### config.mk
export PLATFORM = sky130hd
export DESIGN_NAME = switch_entry_fifo_flat
export DESIGN_NICKNAME = d
export VERILOG_FILES = /design/src/rtl/switch_entry_fifo_if.sv /design/src/rtl/switch_entry_fifo.sv /design/src/flat_wrapper.sv
export SDC_FILE = /design/constraint.sdc
export NUM_CORES = 1
export LEC_CHECK = 0
export CORE_MARGIN = 2
export CORE_UTILIZATION = 53
export DETAILED_ROUTE_END_ITERATION = 7
export PLACE_DENSITY = 0.75
export SETUP_SLACK_MARGIN = 0.05
export SLEW_MARGIN = 20
export SYNTH_ARGS = -nofsm -noshare
export SYNTH_HDL_FRONTEND = slang
export SYNTH_SLANG_ARGS = --single-unit
### constraint.sdc
create_clock -name clock -period 2.6 [get_ports clock]
set_input_delay 0.39 -clock clock [delete_from_list [all_inputs] [get_ports clock]]
set_output_delay 0.39 -clock clock [all_outputs]
set_load 0.005 [all_outputs]
### src/rtl/switch_entry_fifo_if.sv
// Consumer-side stream of switch_entry_fifo: head entry, valid/ready handshake
// and occupancy status for display.
interface switch_entry_fifo_if #(
  parameter int unsigned AW = 2
);
  logic [7:0]  data_out;
  logic        data_valid;
  logic        data_ready;
  logic [AW:0] count;
  logic        full;
  logic        overflow;

  modport master (
    output data_out, data_valid, count, full, overflow,
    input  data_ready
  );

  modport slave (
    input  data_out, data_valid, count, full, overflow,
    output data_ready
  );
endinterface

### src/rtl/switch_entry_fifo.sv
// Debounced switch-entry capture into a small FIFO drained over valid/ready.
// Optional sticky drop flag enabled by defining SWITCH_ENTRY_OVERFLOW_EN.

module switch_entry_debounce #(
  parameter int unsigned DEBOUNCE_CYCLES = 500000
) (
  input  logic clock,
  input  logic Reset,
  input  logic raw,
  output logic pulse
);
  localparam int unsigned CW = (DEBOUNCE_CYCLES > 2) ? $clog2(DEBOUNCE_CYCLES) : 1;
  localparam logic [CW-1:0] LAST = CW'(DEBOUNCE_CYCLES - 1);

  typedef enum logic [1:0] {RELEASED, PRESS_CHK, PRESSED, RELEASE_CHK} db_state_t;

  db_state_t     state, state_nxt;
  logic [CW-1:0] cnt, cnt_nxt;
  logic [1:0]    sync_q;
  logic          sync;

  assign sync = sync_q[1];

  always_ff @(posedge clock or posedge Reset) begin
    if (Reset) begin
      sync_q <= '0;
      state  <= RELEASED;
      cnt    <= '0;
    end else begin
      sync_q <= {sync_q[0], raw};
      state  <= state_nxt;
      cnt    <= cnt_nxt;
    end
  end

  always_comb begin
    state_nxt = state;
    cnt_nxt   = cnt;
    pulse     = 1'b0;
    unique case (state)
      RELEASED: begin
        if (sync) begin
          state_nxt = PRESS_CHK;
          cnt_nxt   = '0;
        end
      end
      PRESS_CHK: begin
        if (!sync) begin
          state_nxt = RELEASED;
        end else if (cnt == LAST) begin
          state_nxt = PRESSED;
          pulse     = 1'b1;
        end else begin
          cnt_nxt = cnt + CW'(1);
        end
      end
      PRESSED: begin
        if (!sync) begin
          state_nxt = RELEASE_CHK;
          cnt_nxt   = '0;
        end
      end
      RELEASE_CHK: begin
        if (sync) begin
          state_nxt = PRESSED;
        end else if (cnt == LAST) begin
          state_nxt = RELEASED;
        end else begin
          cnt_nxt = cnt + CW'(1);
        end
      end
      default: state_nxt = RELEASED;
    endcase
  end
endmodule

module switch_entry_fifo #(
  parameter int unsigned DEBOUNCE_CYCLES = 500000,
  parameter int unsigned DEPTH           = 4,
  parameter int unsigned AW              = 2
) (
  input  logic                   clock,
  input  logic                   Reset,
  input  logic [7:0]             sw_data,
  input  logic                   btn_enter,
  input  logic                   btn_clear,
  switch_entry_fifo_if.master    deq
);
  logic          enter_pulse, clear_pulse;
  logic [7:0]    mem [DEPTH];
  logic [AW-1:0] rd_ptr, wr_ptr;
  logic [AW:0]   count_q;
  logic          full, pop, push;

  switch_entry_debounce #(.DEBOUNCE_CYCLES(DEBOUNCE_CYCLES)) u_enter_db (
    .clock (clock),
    .Reset (Reset),
    .raw   (btn_enter),
    .pulse (enter_pulse)
  );

  switch_entry_debounce #(.DEBOUNCE_CYCLES(DEBOUNCE_CYCLES)) u_clear_db (
    .clock (clock),
    .Reset (Reset),
    .raw   (btn_clear),
    .pulse (clear_pulse)
  );

  assign full           = (count_q == (AW+1)'(DEPTH));
  assign deq.full       = full;
  assign deq.count      = count_q;
  assign deq.data_valid = (count_q != '0);
  assign deq.data_out   = mem[rd_ptr];

  // When full, a same-cycle pop frees the slot the push writes into.
  assign pop  = deq.data_valid && deq.data_ready;
  assign push = enter_pulse && (!full || pop);

  always_ff @(posedge clock or posedge Reset) begin
    if (Reset) begin
      rd_ptr  <= '0;
      wr_ptr  <= '0;
      count_q <= '0;
      for (int unsigned i = 0; i < DEPTH; i++) mem[i] <= '0;
    end else if (clear_pulse) begin
      rd_ptr  <= '0;
      wr_ptr  <= '0;
      count_q <= '0;
    end else begin
      if (push) begin
        mem[wr_ptr] <= sw_data;
        wr_ptr      <= wr_ptr + AW'(1);
      end
      if (pop) rd_ptr <= rd_ptr + AW'(1);
      unique case ({push, pop})
        2'b10:   count_q <= count_q + (AW+1)'(1);
        2'b01:   count_q <= count_q - (AW+1)'(1);
        default: count_q <= count_q;
      endcase
    end
  end

`ifdef SWITCH_ENTRY_OVERFLOW_EN
  logic overflow_q;
  logic drop;

  assign drop = enter_pulse && full && !pop;

  always_ff @(posedge clock or posedge Reset) begin
    if (Reset)            overflow_q <= 1'b0;
    else if (clear_pulse) overflow_q <= 1'b0;
    else if (drop)        overflow_q <= 1'b1;
  end

  assign deq.overflow = overflow_q;
`else
  assign deq.overflow = 1'b0;
`endif
endmodule

### src/flat_wrapper.sv
// flat-port wrapper written by rule: the top's interface ports become plain ports
module switch_entry_fifo_flat 
#(
  parameter int unsigned DEBOUNCE_CYCLES = 500000,
  parameter int unsigned DEPTH           = 4,
  parameter int unsigned AW              = 2
)
  (clock, Reset, sw_data, btn_enter, btn_clear, deq_data_out, deq_data_valid, deq_count, deq_full, deq_overflow, deq_data_ready);
  switch_entry_fifo_if #(.AW(AW)) deq_i ();
  input  logic clock;
  input  logic Reset;
  input  logic [7:0] sw_data;
  input  logic btn_enter;
  input  logic btn_clear;
  output wire logic [$bits(deq_i.data_out)-1:0] deq_data_out;
  output wire logic [$bits(deq_i.data_valid)-1:0] deq_data_valid;
  output wire logic [$bits(deq_i.count)-1:0] deq_count;
  output wire logic [$bits(deq_i.full)-1:0] deq_full;
  output wire logic [$bits(deq_i.overflow)-1:0] deq_overflow;
  input wire logic [$bits(deq_i.data_ready)-1:0] deq_data_ready;
  assign deq_data_out = deq_i.data_out;
  assign deq_data_valid = deq_i.data_valid;
  assign deq_count = deq_i.count;
  assign deq_full = deq_i.full;
  assign deq_overflow = deq_i.overflow;
  assign deq_i.data_ready = deq_data_ready;
  switch_entry_fifo #(.DEBOUNCE_CYCLES(DEBOUNCE_CYCLES), .DEPTH(DEPTH), .AW(AW)) u_core (.clock(clock), .Reset(Reset), .sw_data(sw_data), .btn_enter(btn_enter), .btn_clear(btn_clear), .deq(deq_i));
endmodule
==> qor.json <==
{
  "synthesis": {
    "number_of_flops_mapped_to_enable_cells_by_yosys": 0,
    "synth.yosys.warnings": 0,
    "syn_avg_cell_area_um2": 11.4,
    "netlist_top_cells_area": "dfrtp_1, mux2_2, mux4_2",
    "fraction_of_post_synthesis_cell_area_in_the_top_cell_type_by_area_pct": 49.3,
    "mappedNetlistNets": 400,
    "async_set_or_reset_flop_fraction_in_the_synthesized_netlist_pct": 100,
    "leading_area_contributor_after_synthesis": "dfrtp_1",
    "postSynthCellCount": 379,
    "ys_seq_area_share_pct": 49.3,
    "syn-cell-area_mm2": 0.00432,
    "ys_types": 47,
    "ys_seq_elements": 85,
    "synth.most_common_cell": "dfrtp_1",
    "post_synth_most_frequent_cells": "dfrtp_1, mux2_2, nand2_1",
    "synth_flop_cell": "dfrtp_1"
  },
  "sta": {
    "timing.final.hold_violations": 0,
    "fin_crit_sh_pct": 95.9,
    "maximum_frequency_from_static_timing_analysis_mhz": 401,
    "finalMaxSlewViolations": 0,
    "worst_slack_ps": 106,
    "setup_repair_after_global_routing_missed_its_margin": "true",
    "post-route-min-period_ps": 2490,
    "setup_viol": 0,
    "fin_skew_ps": 11.0,
    "finalHoldWorstSlack_ps": 351
  },
  "grt": {
    "pin_count_of_the_biggest_net_entering_global_routing": 86,
    "initial_antenna_violation_count": 0,
    "global_route.overflow_total": 0,
    "grt_first_pass_wirelength_um": 13700,
    "grt_pass1_vias": 2944,
    "grt_use_total_pct": 19.5
  },
  "cells_and_area": {
    "antennaDiodeCount": 0,
    "nets": 442,
    "layout-drive-gt1-share_pct": 26.1,
    "finish.utilization_pct": 65.2,
    "flow.area_growth_from_synthesis_pct": 17.9
  },
  "floorplan": {
    "overall_die_width_um": 94.3,
    "placementRows": 32,
    "die_h_um": 94.3,
    "start_util_pct": 55.3,
    "core_mm2": 0.00781,
    "dieArea_mm2": 0.00888,
    "design.portCount": 27
  },
  "cts": {
    "tritoncts_num_sinks": 85,
    "cts_made_buffers": 9,
    "cts.htree.levels": 3,
    "cts.root.buffer_cell": "clkbuf_8",
    "clock_tree_from_tritoncts": "done",
    "cts_max_path_buffers": 2,
    "clock_latency_ps": 350,
    "clkSlewWorstSetupHoldPaths_ps": 80
  },
  "worst_setup_path": {
    "ff2ff_setup_slack_ps": 110,
    "number_of_buffers_and_inverters_on_the_critical_path": 1,
    "required_ps": 2820,
    "critical_path.cell_chain": "nor4_2 > nand4_1 > a2111oi_4 > inv_2 > ha_4 > fa_2 > xnor2_1 > nor2_1 > xnor2_1 > nor2_1",
    "worst-path-stages": 10,
    "path_delay_family": "simple AND/OR/NAND/NOR gates",
    "critical_path.max_fanout": 6,
    "timing_worst_setup_path_type": "register to register",
    "timing.critical_path.to_type": "register",
    "critical_path.reg2reg.startpoint": "u_core.u_enter_db.cnt[11]$_DFFE_PP0P_",
    "worst_setup_path_start_kind": "register",
    "timing.critical_path.slowest_cell_delay_ps": 450,
    "r2r.worst_path.cells": 10,
    "critical-path-slowest-cell": "dfrtp_2",
    "timing.rr.end": "u_core.deq.count[2]$_DFFE_PP0P_",
    "worst-endpoint-arrival_ps": 2720
  },
  "detailed_routing": {
    "detail_route.wirelength_um": 8140,
    "postRouteAntennaNets": 0,
    "routed-via-count": 3067,
    "detail_route.iter0.violations": 102,
    "vias_per_cell": 5.82,
    "detail_route.wl_per_cell_um": 15.5,
    "drcViolationCount": 0,
    "drtPass1Iterations": 4
  },
  "place": {
    "detailedPlace.worstSlack_ps": 79.7,
    "hpwl_um": 5320,
    "gp_congestion": 0.793,
    "port_buffers": 25
  },
  "hold_path": {
    "hold_path_startpoint": "u_core.u_clear_db.sync_q[0]$_DFF_PP0_",
    "hold-path-cell-count": 0,
    "hp-class": "register to register",
    "hold_end": "u_core.u_clear_db.sync_q[1]$_DFF_PP0_"
  },
  "pwr": {
    "irDropWorstVdd_v": 0.000313,
    "power_density_mw_per_mm2": 602,
    "power.static_leakage_nw": 2.28,
    "post-layout-total-power_mw": 3.07
  },
  "run_status": {
    "status": "finished clean"
  },
  "flow_run": {
    "max_cap_viol_count": 0
  }
}
[worst reg2reg max path: cells and delay by family (launching register included)]
kind / cells / cell delay [ps]
compound gates: 1 / 380
xor+xnor: 2 / 260
fa+ha+maj: 2 / 520
buf+inv: 1 / 90
flops: 1 / 450
simple gates: 4 / 670
[cell usage in the layout, fill, tap and decap left out, types with 2 or more instances in the layout]
| cell | instances |
|---|---|
| nor3b_1 | 3 |
| mux2i_1 | 7 |
| ha_1 | 6 |
| and4_1 | 3 |
| a31o_2 | 2 |
| mux2_2 | 44 |
| and3_1 | 5 |
| nand2b_1 | 4 |
| buf_4 | 21 |
| bufinv_16 | 3 |
| a21oi_1 | 10 |
| a41oi_1 | 3 |
| nand2_1 | 28 |
| a21o_1 | 5 |
| nor2_1 | 25 |
| and2_1 | 2 |
| o2111ai_1 | 2 |
| nor2b_1 | 2 |
| nor3_1 | 4 |
| o211ai_1 | 2 |
| a22o_1 | 15 |
| or4b_2 | 2 |
| inv_1 | 9 |
| o21ai_0 | 10 |
| nand4_1 | 10 |
| xor2_1 | 5 |
| clkdlybuf4s50_1 | 25 |
| clkbuf_8 | 9 |
| or3_1 | 4 |
| nand3_2 | 3 |
| dfrtp_1 | 84 |
| a31oi_1 | 12 |
| clkinvlp_4 | 2 |
| nand3_1 | 18 |
| xnor2_1 | 5 |
| mux4_2 | 8 |
[area by class of cell]
type,count,area (µm²)
repair buffers,47,428
multi-input cells,267,2130
clock inverters,6,111
fillers,604,2720
clock buffers,9,124
well taps,102,128
inverters,11,45.0
flip-flops and latches,85,2130
[cells by family (layout without fill, tap and decap cells)]
group | count (synthesis) | count (layout) | share of synthesized area (%)
and+or+nand+nor | 124 | 124 | 15.4
DFF | 85 | 85 | 49.3
AOI/OAI and AO/OA | 64 | 64 | 10.8
muxes | 59 | 59 | 17.3
buffers and inverters | 27 | 73 | 2.52
xor gates and xnor gates | 11 | 11 | 2.23
adders and majority gates | 8 | 8 | 2.49
other | 1 | 1 | 0.0868
[metrics by stage]
step	TNS, ps	cell area [µm²]	cells
after floorplan	0	4320	379
after global placement	0	4750	503
after detailed placement	0	4750	503
after CTS	0	4990	518
after global routing	-31.2	5090	527
final	0	5090	527
[metal layers]
metal / wire length (µm) / GRT usage [%]
met1: 3730 / 25.3
met3: 274 / 5.06
met4: 93 / 4.23
met5: 0 / 0
met2: 4050 / 33.0
[sequential cells by signal, summed over array words and instances (netlist names), named ones only]
register,cells
u_core.mem,32
u_core.u_clear_db.cnt,19
u_core.u_enter_db.cnt,19
u_core.u_clear_db.state,1
u_core.wr_ptr,2
u_core.u_enter_db.sync_q,2
u_core.u_enter_db.state,1
u_core.rd_ptr,2
u_core.u_clear_db.sync_q,2
u_core.deq.count,3
[worst max path at each step]
stage / start / endpoint / slack [ps]
6_report: u_core.u_enter_db.cnt[11]$_DFFE_PP0P_ / u_core.deq.count[2]$_DFFE_PP0P_ / 110
5_1_grt: u_core.u_enter_db.cnt[11]$_DFFE_PP0P_ / u_core.deq.count[2]$_DFFE_PP0P_ / -30
4_1_cts: u_core.u_clear_db.cnt[9]$_DFFE_PP0P_ / u_core.mem[27]$_DFFE_PP0P_ / 80
3_5_place_dp: deq_data_ready / u_core.deq.count[2]$_DFFE_PP0P_ / 80
3_3_place_gp: deq_data_ready / u_core.deq.count[2]$_DFFE_PP0P_ / 120
2_1_floorplan: u_core.u_enter_db.cnt[12]$_DFFE_PP0P_ / u_core.deq.count[2]$_DFFE_PP0P_ / 20
[where the power goes]
| part | switching (mW) | internal, mW |
|---|---|---|
| clock network | 0.457 | 0.635 |
| logic | 0.240 | 0.271 |
| registers | 0.0816 | 1.38 |
| total | 0.778 | 2.29 |
[repair_timing]
action	4_1_cts	5_1_grt
endpoints found under the setup margin	0	33
buffers inserted	0	9
hold buffers	0	0
gates resized for setup	0	8
(Power assumes the default switching activity.)
